<file path="src/rtl/alu_pkg.sv">
// Shared constants for the ALU execute front-end: widths and flag bit positions.
// Latency: none (declarations only).
// Backpressure: not applicable.
package alu_pkg;

    // Datapath width; the downstream alu is built at this width.
    localparam int WIDTH  = 16;
    // alu opcode field width.
    localparam int OPW    = 3;
    // Register file depth and address width.
    localparam int NREGS  = 8;
    localparam int ADDR_W = $clog2(NREGS);

    // Bit positions inside the packed flags word {N, Z, V, C}.
    localparam int FLAG_C = 0;
    localparam int FLAG_V = 1;
    localparam int FLAG_Z = 2;
    localparam int FLAG_N = 3;
    localparam int NFLAGS = 4;

endpackage

</file>
<file path="src/rtl/regfile_2r1w.sv">
// NREGS x WIDTH register file: two operand read ports, one debug read port, one write port; r0 is hardwired to 0.
// Latency: reads are combinational, the write lands on the next rising clk edge.
// Backpressure: none; the write enable is owned by the caller.
module regfile_2r1w
    import alu_pkg::*;
#(
    parameter int WIDTH  = alu_pkg::WIDTH,
    parameter int NREGS  = alu_pkg::NREGS,
    parameter int ADDR_W = $clog2(NREGS)
) (
    input  logic              clk,
    input  logic              rst_n,
    input  logic              we,
    input  logic [ADDR_W-1:0] waddr,
    input  logic [WIDTH-1:0]  wdata,
    input  logic [ADDR_W-1:0] raddr1,
    output logic [WIDTH-1:0]  rdata1,
    input  logic [ADDR_W-1:0] raddr2,
    output logic [WIDTH-1:0]  rdata2,
    input  logic [ADDR_W-1:0] dbg_addr,
    output logic [WIDTH-1:0]  dbg_data
);

    logic [WIDTH-1:0] mem [NREGS];

    // Storage: async clear of every entry, writes to r0 are dropped so it never holds anything.
    always_ff @(posedge clk or negedge rst_n) begin
        if (!rst_n) begin
            for (int i = 0; i < NREGS; i++) begin
                mem[i] <= '0;
            end
        end else if (we && (waddr != '0)) begin
            mem[waddr] <= wdata;
        end
    end

    // Read ports: address 0 always returns zero regardless of storage contents.
    always_comb begin
        rdata1   = (raddr1   == '0) ? '0 : mem[raddr1];
        rdata2   = (raddr2   == '0) ? '0 : mem[raddr2];
        dbg_data = (dbg_addr == '0) ? '0 : mem[dbg_addr];
    end

endmodule

</file>
<file path="src/rtl/alu_exec_stage.sv">
// Two-stage execute front-end: operand latch (with forwarding) feeding an external combinational alu, then result/writeback register.
// Latency: accept to out_valid is 2 cycles; one instruction per cycle while out_ready stays high.
// Backpressure: out_ready low holds Stage B, a full Stage A then drops in_ready; nothing is lost, duplicated or reordered.
module alu_exec_stage
    import alu_pkg::*;
#(
    parameter int WIDTH = alu_pkg::WIDTH,
    parameter int NREGS = alu_pkg::NREGS
) (
    input  logic                     clk,
    input  logic                     rst_n,

    // Decoded instruction handshake
    input  logic                     in_valid,
    output logic                     in_ready,
    input  logic                     in_sel,
    input  logic [OPW-1:0]           in_op,
    input  logic [ADDR_W-1:0]        in_rd,
    input  logic [ADDR_W-1:0]        in_rs1,
    input  logic [ADDR_W-1:0]        in_rs2,
    input  logic                     in_imm_en,
    input  logic [WIDTH-1:0]         in_imm,

    // External combinational alu
    output logic                     alu_select,
    output logic [OPW-1:0]           alu_opcode,
    output logic [WIDTH-1:0]         alu_arg1,
    output logic [WIDTH-1:0]         alu_arg2,
    input  logic [WIDTH-1:0]         alu_result,
    input  logic                     alu_carry,
    input  logic                     alu_overflow,

    // Result handshake
    output logic                     out_valid,
    input  logic                     out_ready,
    output logic [ADDR_W-1:0]        out_rd,
    output logic [WIDTH-1:0]         out_data,

    // Status flags from the most recent result
    output logic                     flag_c,
    output logic                     flag_v,
    output logic                     flag_z,
    output logic                     flag_n,

    // Register file debug read
    input  logic [ADDR_W-1:0]        dbg_addr,
    output logic [WIDTH-1:0]         dbg_data
);

    // Stage A: operands waiting on the alu
    logic                  a_valid;
    logic                  a_sel;
    logic [OPW-1:0]        a_op;
    logic [ADDR_W-1:0]     a_rd;
    logic [WIDTH-1:0]      a_arg1;
    logic [WIDTH-1:0]      a_arg2;

    // Stage B: registered result presented downstream
    logic                  b_valid;
    logic [ADDR_W-1:0]     b_rd;
    logic [WIDTH-1:0]      b_data;
    logic                  b_c;
    logic                  b_v;

    logic [NFLAGS-1:0]     flags_q;

    // Pipeline control
    logic                  b_load;
    logic                  accept;
    logic                  rf_we;

    // Operand paths
    logic [WIDTH-1:0]      rf_rd1;
    logic [WIDTH-1:0]      rf_rd2;
    logic [WIDTH-1:0]      op1_nxt;
    logic [WIDTH-1:0]      op2_nxt;

    // Stage B can take Stage A's result when it is empty or draining this cycle.
    assign b_load   = a_valid && (!b_valid || out_ready);
    // Stage A can take a new instruction when empty or when its current one moves on.
    assign in_ready = !a_valid || b_load;
    assign accept   = in_valid && in_ready;

    // Writeback happens together with the Stage B load; r0 writes are filtered here and in the file.
    assign rf_we    = b_load && (a_rd != '0);

    regfile_2r1w #(
        .WIDTH  (WIDTH),
        .NREGS  (NREGS),
        .ADDR_W (ADDR_W)
    ) u_regfile (
        .clk      (clk),
        .rst_n    (rst_n),
        .we       (rf_we),
        .waddr    (a_rd),
        .wdata    (alu_result),
        .raddr1   (in_rs1),
        .rdata1   (rf_rd1),
        .raddr2   (in_rs2),
        .rdata2   (rf_rd2),
        .dbg_addr (dbg_addr),
        .dbg_data (dbg_data)
    );

    // Operand select: r0 is zero, a pending Stage A write to the same register is forwarded
    // straight from the alu, otherwise the register file value is used. The immediate overrides rs2.
    always_comb begin
        op1_nxt = rf_rd1;
        if (in_rs1 == '0) begin
            op1_nxt = '0;
        end else if (a_valid && (a_rd == in_rs1)) begin
            op1_nxt = alu_result;
        end

        op2_nxt = rf_rd2;
        if (in_imm_en) begin
            op2_nxt = in_imm;
        end else if (in_rs2 == '0) begin
            op2_nxt = '0;
        end else if (a_valid && (a_rd == in_rs2)) begin
            op2_nxt = alu_result;
        end
    end

    // Stage A: load on accept, empty when its instruction moves to B with nothing behind it, else hold.
    always_ff @(posedge clk or negedge rst_n) begin
        if (!rst_n) begin
            a_valid <= 1'b0;
            a_sel   <= 1'b0;
            a_op    <= '0;
            a_rd    <= '0;
            a_arg1  <= '0;
            a_arg2  <= '0;
        end else if (accept) begin
            a_valid <= 1'b1;
            a_sel   <= in_sel;
            a_op    <= in_op;
            a_rd    <= in_rd;
            a_arg1  <= op1_nxt;
            a_arg2  <= op2_nxt;
        end else if (b_load) begin
            a_valid <= 1'b0;
        end
    end

    // Stage B: capture the alu outputs on b_load, drop the entry once downstream takes it.
    always_ff @(posedge clk or negedge rst_n) begin
        if (!rst_n) begin
            b_valid <= 1'b0;
            b_rd    <= '0;
            b_data  <= '0;
            b_c     <= 1'b0;
            b_v     <= 1'b0;
        end else if (b_load) begin
            b_valid <= 1'b1;
            b_rd    <= a_rd;
            b_data  <= alu_result;
            b_c     <= alu_carry;
            b_v     <= alu_overflow;
        end else if (out_ready) begin
            b_valid <= 1'b0;
        end
    end

    // Flags track every result, including ones whose destination is r0.
    always_ff @(posedge clk or negedge rst_n) begin
        if (!rst_n) begin
            flags_q <= '0;
        end else if (b_load) begin
            flags_q[FLAG_C] <= alu_carry;
            flags_q[FLAG_V] <= alu_overflow;
            flags_q[FLAG_Z] <= (alu_result == '0);
            flags_q[FLAG_N] <= alu_result[WIDTH-1];
        end
    end

    // The alu sees Stage A directly; it stays stable while A holds, which keeps forwarding valid.
    assign alu_select = a_sel;
    assign alu_opcode = a_op;
    assign alu_arg1   = a_arg1;
    assign alu_arg2   = a_arg2;

    assign out_valid  = b_valid;
    assign out_rd     = b_rd;
    assign out_data   = b_data;

    assign flag_c     = flags_q[FLAG_C];
    assign flag_v     = flags_q[FLAG_V];
    assign flag_z     = flags_q[FLAG_Z];
    assign flag_n     = flags_q[FLAG_N];

    // b_c / b_v mirror the flag word for the presented entry; kept so the result record is complete.
    logic unused_b;
    assign unused_b = b_c ^ b_v;

endmodule

</file>
<file path="config.mk">
export PLATFORM = sky130hd
export DESIGN_NAME = alu_exec_stage
export DESIGN_NICKNAME = d
export VERILOG_FILES = /design/src/rtl/alu_pkg.sv /design/src/rtl/regfile_2r1w.sv /design/src/rtl/alu_exec_stage.sv
export SDC_FILE = /design/constraint.sdc
export NUM_CORES = 1
export LEC_CHECK = 0
export ABC_AREA = 0
export CAP_MARGIN = 20
export CORE_MARGIN = 3
export CORE_UTILIZATION = 45
export DETAILED_ROUTE_END_ITERATION = 16
export GPL_TIMING_DRIVEN = 0
export PLACE_DENSITY = 0.73
export SYNTH_ARGS = -nofsm -noshare
export SYNTH_HDL_FRONTEND = slang
export SYNTH_SLANG_ARGS = --single-unit
</file>
<file path="constraint.sdc">
create_clock -name clk -period 1.9 [get_ports clk]
set_input_delay 0.19 -clock clk [delete_from_list [all_inputs] [get_ports clk]]
set_output_delay 0.19 -clock clk [all_outputs]
set_load 0.05 [all_outputs]
</file>
==> flow_metrics.tcl <==
set metrics [dict create \
    p_leak_nw 5.68 \
    grt_start_max_net_pins 114 \
    synth_commonest_cells "dfrtp_1, mux2_2, mux4_2, nand2_1, clkbuf_1" \
    r2r_slack_ps 30 \
    cts_tree "built" \
    cap_violations 0 \
    cp_top_family "buffers and inverters" \
    worstPathRequired_ps 1710 \
    drt_iter0_markers 902 \
    max_freq_mhz 530 \
    cts_root_buf "clkbuf_16" \
    ys_top_cells_by_area "dfrtp_1, mux2_2, mux4_2" \
    dp_hpwl_um 22200 \
    fin_nets 999 \
    cp-start-kind "flop" \
    row_count 55 \
    grt_pass1_wl_um 50800 \
    diodes 0 \
    hold_path.class "in -> reg" \
    worstPathArrival_ps 1700 \
    core_region_area_mm2 0.0230 \
    ant_nets 0 \
    nFillCells 1855 \
    hold_viol_final 0 \
    grt_overflow 0 \
    synthArstFlopShare_pct 100 \
    cts.sinks 191 \
    syn_area_mm2 0.0107 \
    relSlewSlack_pct 48.6 \
    ys_warn_count 0 \
    postSynthNetCount 836 \
    area_growth_pct 24.5 \
    insertion_delay_ps 440 \
    synth.most_common_cell "dfrtp_1" \
    cts_buffers 17 \
    synth_edf_count 0 \
    critPathBufInv 1 \
    cts_buffer_depth 2 \
    synth.top_cell.area_share_pct 44.7 \
    power.total_mw 17.8 \
    synthCells 781 \
    finalCritPeriodShare_pct 99.4 \
    skew_ps 8.29 \
    cp_slowest_cell "clkdlybuf4s50_1" \
    finalWorstSetupSlack_ps 12.0 \
    yosys.area.top_type "dfrtp_1" \
    drc 0 \
    worstMarginPinSlew_ps 763 \
    cp_max_fo 2 \
    start_util_pct 46.5 \
    slowest_delay_ps 840 \
    vias 7869 \
    antenna_found_initial 0 \
    synthDistinctLibCells 46 \
    detail_route.vias_per_cell 6.20 \
    wl_per_cell_um 26.7 \
    path_cells "clkdlybuf4s50_1" \
    synth-seq-cells 191 \
    detail_route.first_pass.iterations 5 \
    pin_count 132 \
    grt_setup_unrepaired "true" \
    syn_avg_cell_area_um2 13.7 \
    portBuffers 121 \
    status "finished, final reports clean" \
    place_ws_ps -1370 \
    worst_setup_path_end_kind "primary output" \
    die_w_um 160 \
    drt-total-wl_um 33800 \
    power.density_mw_per_mm2 1340 \
    final_util_pct 57.9 \
    crit_type "reg -> out" \
    gr-usage-all-layers_pct 26.5 \
    die-area_mm2 0.0256 \
    synth_flop_cell "dfrtp_1" \
    drv_slew 0 \
    synth.yosys.seq_area_share_pct 44.7 \
    fin_crit_ps 1890 \
    htreeDepth 4 \
    die_height_um 160 \
    setup_viol 0 \
    ir_drop_mv 0.615 \
    grt_pass1_vias 8111 \
    drive_gt1_share_pct 41.3 \
    gp_congestion 0.864 \
    clk_pin_slew_ps 70 \
]
cell usage in the layout (no fill, tap or decap), drive strengths merged, types with 3 or more instances in the layout:
cell             n
nand2           47
nand3           18
mux4            78
or3             12
dlygate4sd1     13
nand2b           3
a221o           16
clkinvlp         5
a22oi           16
clkbuf          69
clkinv           4
nor2            13
nor3             4
buf             74
nor4             4
and2            17
or2              6
dfrtp          191
o22ai            5
mux2i           20
mux2           163
clkdlybuf4s50  100
o21ai           16
a31oi           11
xnor2            6
a21oi           22
flip-flops by register name, indices dropped and copies added, names as in the netlist:
register / count
a_valid: 1
out_valid: 1
flags_q: 3
a_rd: 3
alu_opcode: 3
out_data: 16
alu_arg1: 16
out_rd: 3
u_regfile.mem: 128
alu_arg2: 16
alu_select: 1
through the flow:
step	TNS, ps	hold WS, ps	instance area (um2)	std cells
global placement	-1539070	454	12400	1215
floorplan	-225	-106	10800	781
finish	0	178	13300	1269
detailed placement	-83600	215	12400	1216
CTS	-3590	167	13100	1255
global route	-73.8	223	13300	1269
what timing repair did:
item | CTS | global route
endpoints found under the setup margin | 144 | 77
setup buffers | 9 | 15
hold buffers | 1 | 0
endpoints found under the hold margin | 78 | 0
resized for setup | 129 | 52
pin swaps | 4 | 1
where the power goes:
group / switching (mW) / internal, mW
Combinational: 3.55 / 3.90
Clock: 1.65 / 1.88
Sequential: 1.33 / 5.52
Total: 6.53 / 11.3
cells by family (layout without fill, tap and decap cells):
| logic type | Yosys count | count (layout) | share of synthesized area (%) |
|---|---|---|---|
| and+or+nand+nor | 137 | 137 | 7.14 |
| xor gates and xnor gates | 6 | 6 | 0.492 |
| muxes | 261 | 261 | 36.4 |
| AOI/OAI and AO/OA | 88 | 88 | 5.48 |
| DFF | 191 | 191 | 44.7 |
| buffers and inverters | 98 | 273 | 5.78 |
final cells by class:
type | instances | area, um2 | area share [%]
buffer | 95 | 692 | 5.20
clock inverter | 12 | 113 | 0.847
clock buffer | 19 | 453 | 3.41
multi-input combinational | 492 | 5420 | 40.7
timing repair buffer | 147 | 1450 | 10.9
sequential | 191 | 4780 | 36.0
tap | 313 | 392 | 2.94
layer usage:
layer | global-route usage, % | wire, um | up-vias
li1 | - | - | 3300
met5 | 0 | 0 | -
met2 | 42.3 | 16400 | 439
met4 | 9.74 | 1040 | 0
met1 | 35.3 | 13400 | 4050
met3 | 6.59 | 3070 | 80
worst paths after layout:
check,to,cells after the start,from
setup / recovery,alu_arg1[15],1,alu_arg1[15]
hold / removal,a_valid,2,in_valid
setup reg to reg,u_regfile.mem[38],6,out_valid
hold reg to reg,alu_opcode[2],2,alu_opcode[2]
max in group asynchronous,u_regfile.mem[51],3,rst_n
min in group asynchronous,alu_arg1[8],2,rst_n
No activity file was read; power rests on OpenSTA's default activity.
